## config.mk

```make
export PLATFORM = sky130hd
export DESIGN_NAME = char_console
export DESIGN_NICKNAME = d
export VERILOG_FILES = /design/src/rtl/char_console.sv
export SDC_FILE = /design/constraint.sdc
export NUM_CORES = 1
export LEC_CHECK = 0
export CAP_MARGIN = 20
export CELL_PAD_IN_SITES_DETAIL_PLACEMENT = 0
export CELL_PAD_IN_SITES_GLOBAL_PLACEMENT = 1
export CORE_MARGIN = 5
export CORE_UTILIZATION = 33
export DETAILED_ROUTE_END_ITERATION = 12
export PLACE_DENSITY = 0.92
export SYNTH_ARGS = -nofsm -noshare
export SYNTH_HDL_FRONTEND = slang
export SYNTH_SLANG_ARGS = --single-unit
```

## constraint.sdc

```tcl
create_clock -name CLK -period 3.3 [get_ports CLK]
set_input_delay 0.99 -clock CLK [delete_from_list [all_inputs] [get_ports CLK]]
set_output_delay 0.99 -clock CLK [all_outputs]
set_load 0.005 [all_outputs]
```

## src/rtl/char_console.sv

```systemverilog
// ----------------------------------------------------------------------------
// char_console
//   Terminal-style text writer that sits in front of the 80x50 character
//   display. It takes a byte stream of character codes with a 12-bit colour,
//   keeps a cursor, and writes VRAM words through the display's port A.
//   Line wrap, CR/LF/BS/form-feed and hardware scroll are supported. Scroll
//   copies VRAM through a read-then-write loop.
//
// Ports
//   CLK        system clock (same clock as VRAM port A)
//   RST        synchronous active-high reset
//   CH_VALID   character byte valid
//   CH_READY   console can accept a byte
//   CH_CODE    character / control code
//   CH_COLOR   {R,G,B}, 4 bits each, used for printable codes
//   WRADDR     VRAM write byte address {2'b00, index[11:0], 2'b00}
//   BYTEEN     byte enables, 4'b0111 while WREN is high, else 0
//   WREN       VRAM write strobe
//   WRDATA     {8'h00, 4'h0, color[11:0], 1'b0, code[6:0]}
//   RDADDR     VRAM read byte address, same format as WRADDR
//   RDEN       VRAM read strobe, never high together with WREN
//   RDDATA     VRAM read data, bits [23:0] used
//   CUR_COL    cursor column 0..COLS-1
//   CUR_ROW    cursor row 0..ROWS-1
//   BUSY       high in any state other than IDLE
//   DBG_STATE  current FSM state, for observation only
//
// Handshake: a byte moves on the rising CLK edge where CH_VALID and CH_READY
// are both high. CH_READY depends only on the FSM state (and on RST), never
// on CH_VALID. The producer holds CH_CODE and CH_COLOR stable while CH_VALID
// is high.
// ----------------------------------------------------------------------------
module char_console #(
    parameter int COLS   = 80,
    parameter int ROWS   = 50,
    parameter int RD_LAT = 1
) (
    input  logic        CLK,
    input  logic        RST,
    input  logic        CH_VALID,
    output logic        CH_READY,
    input  logic [7:0]  CH_CODE,
    input  logic [11:0] CH_COLOR,
    output logic [15:0] WRADDR,
    output logic [3:0]  BYTEEN,
    output logic        WREN,
    output logic [31:0] WRDATA,
    output logic [15:0] RDADDR,
    output logic        RDEN,
    input  logic [31:0] RDDATA,
    output logic [6:0]  CUR_COL,
    output logic [5:0]  CUR_ROW,
    output logic        BUSY,
    output logic [3:0]  DBG_STATE
);

    localparam logic [3:0] ST_IDLE     = 4'd0;
    localparam logic [3:0] ST_PUT      = 4'd1;
    localparam logic [3:0] ST_NEWLINE  = 4'd2;
    localparam logic [3:0] ST_CLR      = 4'd3;
    localparam logic [3:0] ST_SCR_RD   = 4'd4;
    localparam logic [3:0] ST_SCR_WAIT = 4'd5;
    localparam logic [3:0] ST_SCR_WR   = 4'd6;
    localparam logic [3:0] ST_SCR_CLR  = 4'd7;

    localparam logic [11:0] COLS_W        = 12'(COLS);
    localparam logic [11:0] LAST_IDX      = 12'(COLS * ROWS - 1);
    localparam logic [11:0] SCR_LAST      = 12'((ROWS - 1) * COLS - 1);
    localparam logic [11:0] LAST_ROW_BASE = 12'((ROWS - 1) * COLS);
    localparam logic [6:0]  LAST_COL      = 7'(COLS - 1);
    localparam logic [5:0]  LAST_ROW      = 6'(ROWS - 1);
    localparam logic [3:0]  WAIT_LAST     = 4'(RD_LAT - 1);
    // Blank cell: space character, colour 0.
    localparam logic [23:0] BLANK         = 24'h000020;

    localparam logic [7:0] CODE_BS = 8'h08;
    localparam logic [7:0] CODE_LF = 8'h0A;
    localparam logic [7:0] CODE_FF = 8'h0C;
    localparam logic [7:0] CODE_CR = 8'h0D;

    logic [3:0]  state;
    logic [6:0]  col;
    logic [5:0]  row;
    // Word index being written: PUT target, clear index or scroll index.
    logic [11:0] cnt;
    logic [3:0]  wait_cnt;
    // Pending word in {4'h0, colour, bit7, code} layout (PUT data or
    // the word captured from RDDATA during scroll).
    logic [23:0] wr_data;
    logic [11:0] cur_idx;
    logic [11:0] row_w;
    logic        printable;
    logic        wr_active;
    logic        rd_active;
    logic [23:0] wr_word;
    logic [11:0] rd_idx;
    logic        rd_unused;

    // row*COLS + col as a constant shift-add over the set bits of COLS
    // (80 = 64 + 16), so no multiplier is built.
    assign row_w = {6'b000000, row};
    always_comb begin
        cur_idx = {5'b00000, col};
        for (int b = 0; b < 12; b++) begin
            if (COLS_W[b]) begin
                cur_idx = cur_idx + (row_w << b);
            end
        end
    end

    assign printable = (CH_CODE >= 8'h20) && (CH_CODE <= 8'h7E);

    always_ff @(posedge CLK) begin
        if (RST) begin
            state    <= ST_IDLE;
            col      <= '0;
            row      <= '0;
            cnt      <= '0;
            wait_cnt <= '0;
            wr_data  <= '0;
        end else begin
            case (state)
                ST_IDLE: begin
                    if (CH_VALID) begin
                        if (printable) begin
                            cnt     <= cur_idx;
                            wr_data <= {4'h0, CH_COLOR, 1'b0, CH_CODE[6:0]};
                            state   <= ST_PUT;
                        end else begin
                            case (CH_CODE)
                                CODE_CR: col <= '0;
                                CODE_BS: begin
                                    if (col != 7'd0) begin
                                        col <= col - 7'd1;
                                    end
                                end
                                // LF from IDLE resolves the row directly so
                                // a scroll starts on the next cycle.
                                CODE_LF: begin
                                    col <= '0;
                                    if (row == LAST_ROW) begin
                                        cnt   <= '0;
                                        state <= ST_SCR_RD;
                                    end else begin
                                        row <= row + 6'd1;
                                    end
                                end
                                CODE_FF: begin
                                    cnt   <= '0;
                                    state <= ST_CLR;
                                end
                                default: ;
                            endcase
                        end
                    end
                end
                ST_PUT: begin
                    if (col == LAST_COL) begin
                        col   <= '0;
                        state <= ST_NEWLINE;
                    end else begin
                        col   <= col + 7'd1;
                        state <= ST_IDLE;
                    end
                end
                ST_NEWLINE: begin
                    col <= '0;
                    if (row == LAST_ROW) begin
                        cnt   <= '0;
                        state <= ST_SCR_RD;
                    end else begin
                        row   <= row + 6'd1;
                        state <= ST_IDLE;
                    end
                end
                ST_CLR: begin
                    if (cnt == LAST_IDX) begin
                        cnt   <= '0;
                        col   <= '0;
                        row   <= '0;
                        state <= ST_IDLE;
                    end else begin
                        cnt <= cnt + 12'd1;
                    end
                end
                ST_SCR_RD: begin
                    wait_cnt <= '0;
                    state    <= ST_SCR_WAIT;
                end
                ST_SCR_WAIT: begin
                    // RDDATA is valid in the RD_LAT-th cycle after RDEN.
                    if (wait_cnt == WAIT_LAST) begin
                        wr_data <= RDDATA[23:0];
                        state   <= ST_SCR_WR;
                    end else begin
                        wait_cnt <= wait_cnt + 4'd1;
                    end
                end
                ST_SCR_WR: begin
                    if (cnt == SCR_LAST) begin
                        cnt   <= LAST_ROW_BASE;
                        state <= ST_SCR_CLR;
                    end else begin
                        cnt   <= cnt + 12'd1;
                        state <= ST_SCR_RD;
                    end
                end
                ST_SCR_CLR: begin
                    if (cnt == LAST_IDX) begin
                        cnt   <= '0;
                        state <= ST_IDLE;
                    end else begin
                        cnt <= cnt + 12'd1;
                    end
                end
                default: state <= ST_IDLE;
            endcase
        end
    end

    // Strobes are decoded from the state, so at most one of them can be high
    // and both drop in the same cycle RST is raised.
    assign wr_active = ~RST && ((state == ST_PUT) || (state == ST_CLR) ||
                                (state == ST_SCR_WR) || (state == ST_SCR_CLR));
    assign rd_active = ~RST && (state == ST_SCR_RD);
    assign wr_word   = ((state == ST_PUT) || (state == ST_SCR_WR)) ? wr_data : BLANK;
    assign rd_idx    = cnt + COLS_W;

    assign WREN   = wr_active;
    assign BYTEEN = wr_active ? 4'b0111 : 4'b0000;
    assign WRADDR = wr_active ? {2'b00, cnt, 2'b00} : 16'h0000;
    assign WRDATA = wr_active ? {8'h00, wr_word[23:8], 1'b0, wr_word[6:0]} : 32'h0;
    assign RDEN   = rd_active;
    assign RDADDR = rd_active ? {2'b00, rd_idx, 2'b00} : 16'h0000;

    assign CH_READY  = ~RST && (state == ST_IDLE);
    assign BUSY      = (state != ST_IDLE);
    assign CUR_COL   = col;
    assign CUR_ROW   = row;
    assign DBG_STATE = state;

    // Bits that are deliberately dropped.
    assign rd_unused = ^{RDDATA[31:24], wr_data[7]};

endmodule

```

==> reports/results.tsv <==
stage	metric	value	unit
timing	worst_pin_slew	643	ps
cells_and_area	finalNonFillerCells	871	
cells_and_area	final_cell_mix	clkdlybuf4s50_1, nor2_1, dfxtp_1, a21oi_1, and2_1	
global_route	grt_first_pass_wirelength	22.0	mm
clocking	cts-root-buf	clkbuf_16	
cells_and_area	final_util	45.6	%
global_route	antenna_found_initial	0	
synthesis	yosysWarnings	0	
synthesis	ys.flop_type	dfxtp_1	
floorplanning	die_h	126	um
placed_design	dp.cells	859	
worst_hold_path	hold_class	flip-flop to flip-flop	
power_and_ir_drop	power.leakage	2.55	nW
timing	setup_tns	0	ps
detailed_routing	first_pass_iters	5	
worst_hold_path	min_to	wr_data[20]	
timing	relSlewSlack	57.1	%
synthesis	synth_edf_count	0	
detailed_routing	wl_per_cell	16.0	um
global_route	grt_max_degree	37	
floorplanning	die_w	126	um
critical_path	r2r-end	cnt[11]	
critical_path	reg2reg_from	CUR_ROW[2]	
floorplanning	core_region_area	0.0132	sq mm
placed_design	gp_congestion	0.919	
floorplanning	rows	42	
cells_and_area	multiInputGateArea	0.00302	sq mm
synthesis	ys_seq_area_share	24.9	%
detailed_routing	drt_first_iter_violations	372	
global_route	first_global_vias	4360	
cells_and_area	fin_nets	773	
critical_path	slowest_delay	510	ps
placed_design	hpwlAfterDp	10.3	mm
critical_path	crit_buf_inv	2	
timing	hold_viol	0	
detailed_routing	vias	4592	
synthesis	yosys_register_bits	55	
worst_hold_path	holdCritStartpoint	wr_data[20]	
synthesis	syn_area_per_cell	7.63	sq um
run_status	outcome	complete, no violations	
power_and_ir_drop	ir_drop	0.294	mV
critical_path	critPathMaxFanout	3	
detailed_routing	detail-route-antenna-nets	0	
worst_hold_path	holdPathStages	2	
floorplanning	ioPinCount	144	
synthesis	yosysUniqueCellTypes	67	
critical_path	critPathArrivalTime	2270	ps
cells_and_area	nFillCells	1325	
cells_and_area	num_antenna_cells	0	
critical_path	crit_required	2310	ps
clocking	cts_hold_buffers	0	
timing	finClkSkew	5.79	ps
clocking	cts_buffer_depth	2	
timing	rsz0062_at_grt	yes	
critical_path	r2r_cells	9	
detailed_routing	drt-total-wl	13.9	mm
floorplanning	design.die.area	0.0158	sq mm
floorplanning	initial_utilization	33.5	%
timing	worst_slack	35.9	ps
clocking	cts_buffers	5	
timing	setup_viol	0	
global_route	track_usage	16.6	%
synthesis	synthArstFlopShare	0	%
cells_and_area	final_layout_size_suffix_gt1_share	8.92	%
critical_path	r2r_slack	520	ps
clocking	clkLatencyLatePin	300	ps
critical_path	worstSetupStartpointType	primary input	
detailed_routing	drc_errors	0	
clocking	cts.sinks	55	
placed_design	pre_cts_slack	-152	ps
power_and_ir_drop	cellPowerDensity	334	mW/mm^2
placed_design	io_buffers	115	
critical_path	crit_chain	buf_2 -> nand2b_1 -> or3_4 -> nor2_1 -> clkdlybuf4s50_1	
synthesis	netlist_area	0.00442	sq mm
timing	finalCritPeriodShare	98.9	%
run	drv_cap	0	
timing	max_freq	0.306	GHz
cells_and_area	regArea	0.00110	sq mm
critical_path	crit_type	primary input to output pin	
critical_path	critPathSlowestCell	clkdlybuf4s50_1	
cells_and_area	syn_to_final_growth	36.1	%
timing	finalCriticalPeriod	3260	ps
synthesis	synthCells	579	
critical_path	end_kind	output pin	
clocking	clk_pin_slew	80	ps
cells_and_area	layout_commonest_cell	clkdlybuf4s50_1	
detailed_routing	viasPerCell	5.27	
global_route	grt_overflow	0	
critical_path	critPathTopFamily	simple AND/OR/NAND/NOR gates	
clocking	h-tree-depth	2	
timing	final_max_slew_viol_count	0	
clocking	cts_tree	built	
[area by class of cell]
type | count | area share (%)
Sequential cell | 55 | 18.3
Clock buffer | 5 | 2.08
Tap cell | 176 | 3.66
Timing Repair Buffer | 150 | 24.0
Inverter | 22 | 1.37
Clock inverter | 3 | 0.375
Multi-Input combinational cell | 460 | 50.2
[synthesized netlist by cell type, types with 6 or more instances]
library cell / n / area, sq um
nor2_1: 66 / 248
dfxtp_1: 55 / 1100
a21oi_1: 45 / 225
and2_1: 40 / 250
nand2_1: 35 / 131
a211oi_1: 28 / 210
clkbuf_1: 25 / 93.8
o21ai_0: 23 / 115
buf_4: 22 / 165
ha_1: 22 / 275
inv_1: 21 / 78.8
mux2i_1: 20 / 200
nand2b_1: 12 / 75.1
nand4_1: 11 / 68.8
a21o_1: 9 / 67.6
nor3_1: 9 / 45.0
xnor2_1: 9 / 78.8
nand3_1: 8 / 40.0
o21a_1: 7 / 52.6
o22ai_1: 7 / 43.8
o31ai_1: 6 / 45.0
xor2_1: 6 / 52.6
[timing repair]
action                                  in CTS  in global routing
endpoints found under the setup margin      41                 36
endpoints found under the hold margin        0                  0
gates cloned                                 2                  1
setup buffers                                1                  0
pin swaps                                    0                  0
resized for setup                           21                 16
[how the worst max path moves through the flow]
stage | startpoint | to | slack [ps] | cells past startpoint
2_1_floorplan | RST | CH_READY | 390 | 4
3_3_place_gp | RST | RDADDR[11] | -170 | 6
3_5_place_dp | RST | RDADDR[8] | -150 | 6
4_1_cts | DBG_STATE[2] | WRDATA[4] | 20 | 7
5_1_grt | RST | WRDATA[22] | -20 | 6
6_report | RST | RDADDR[4] | 40 | 5
[flip-flops by register name, indices dropped and copies added, names as in the netlist]
name and flops:
DBG_STATE 3, wr_data 23, wait_cnt 4, cnt 12
CUR_ROW 6, CUR_COL 7
[metrics by stage]
stage                     instance area [sq um]  power, mW  hold slack (ps)
after floorplan                            4480       1.19              441
after global placement                     5780       1.43              451
after detailed placement                   5780       1.45              458
after CTS                                  5960       2.02              471
after global routing                       6010       2.13              504
final                                      6010       2.01              468
[layer usage]
layer,vias up,global-route usage (%),part of all wire (%)
li1,2275,-,-
met4,0,3.70,1.4
met2,198,28.3,47
met3,20,3.81,7.1
met5,-,0,0
met1,2099,21.4,45
[tightest hold or removal path: cells and delay by family (launching register included)]
family / cells / cell delay, ps
AOI/OAI and AO/OA: 1 / 50
DFF: 1 / 310
and+or+nand+nor: 1 / 60
[power breakdown]
part	switching, mW	internal, mW
combinational	0.343	0.322
sequential	0.0657	0.721
clock	0.269	0.287
[cell families (layout without fill, tap and decap cells)]
family / Yosys count / in the layout / synth area share (%)
fa+ha+maj: 24 / 24 / 7.14
other cells: 1 / 19 / 0.0849
simple gates: 211 / 211 / 24.2
compound gates: 171 / 171 / 26.7
xor+xnor: 15 / 15 / 2.97
buf+inv: 82 / 180 / 9.35
flops: 55 / 55 / 24.9
mux: 20 / 20 / 4.53
(Power assumes the default switching activity.)
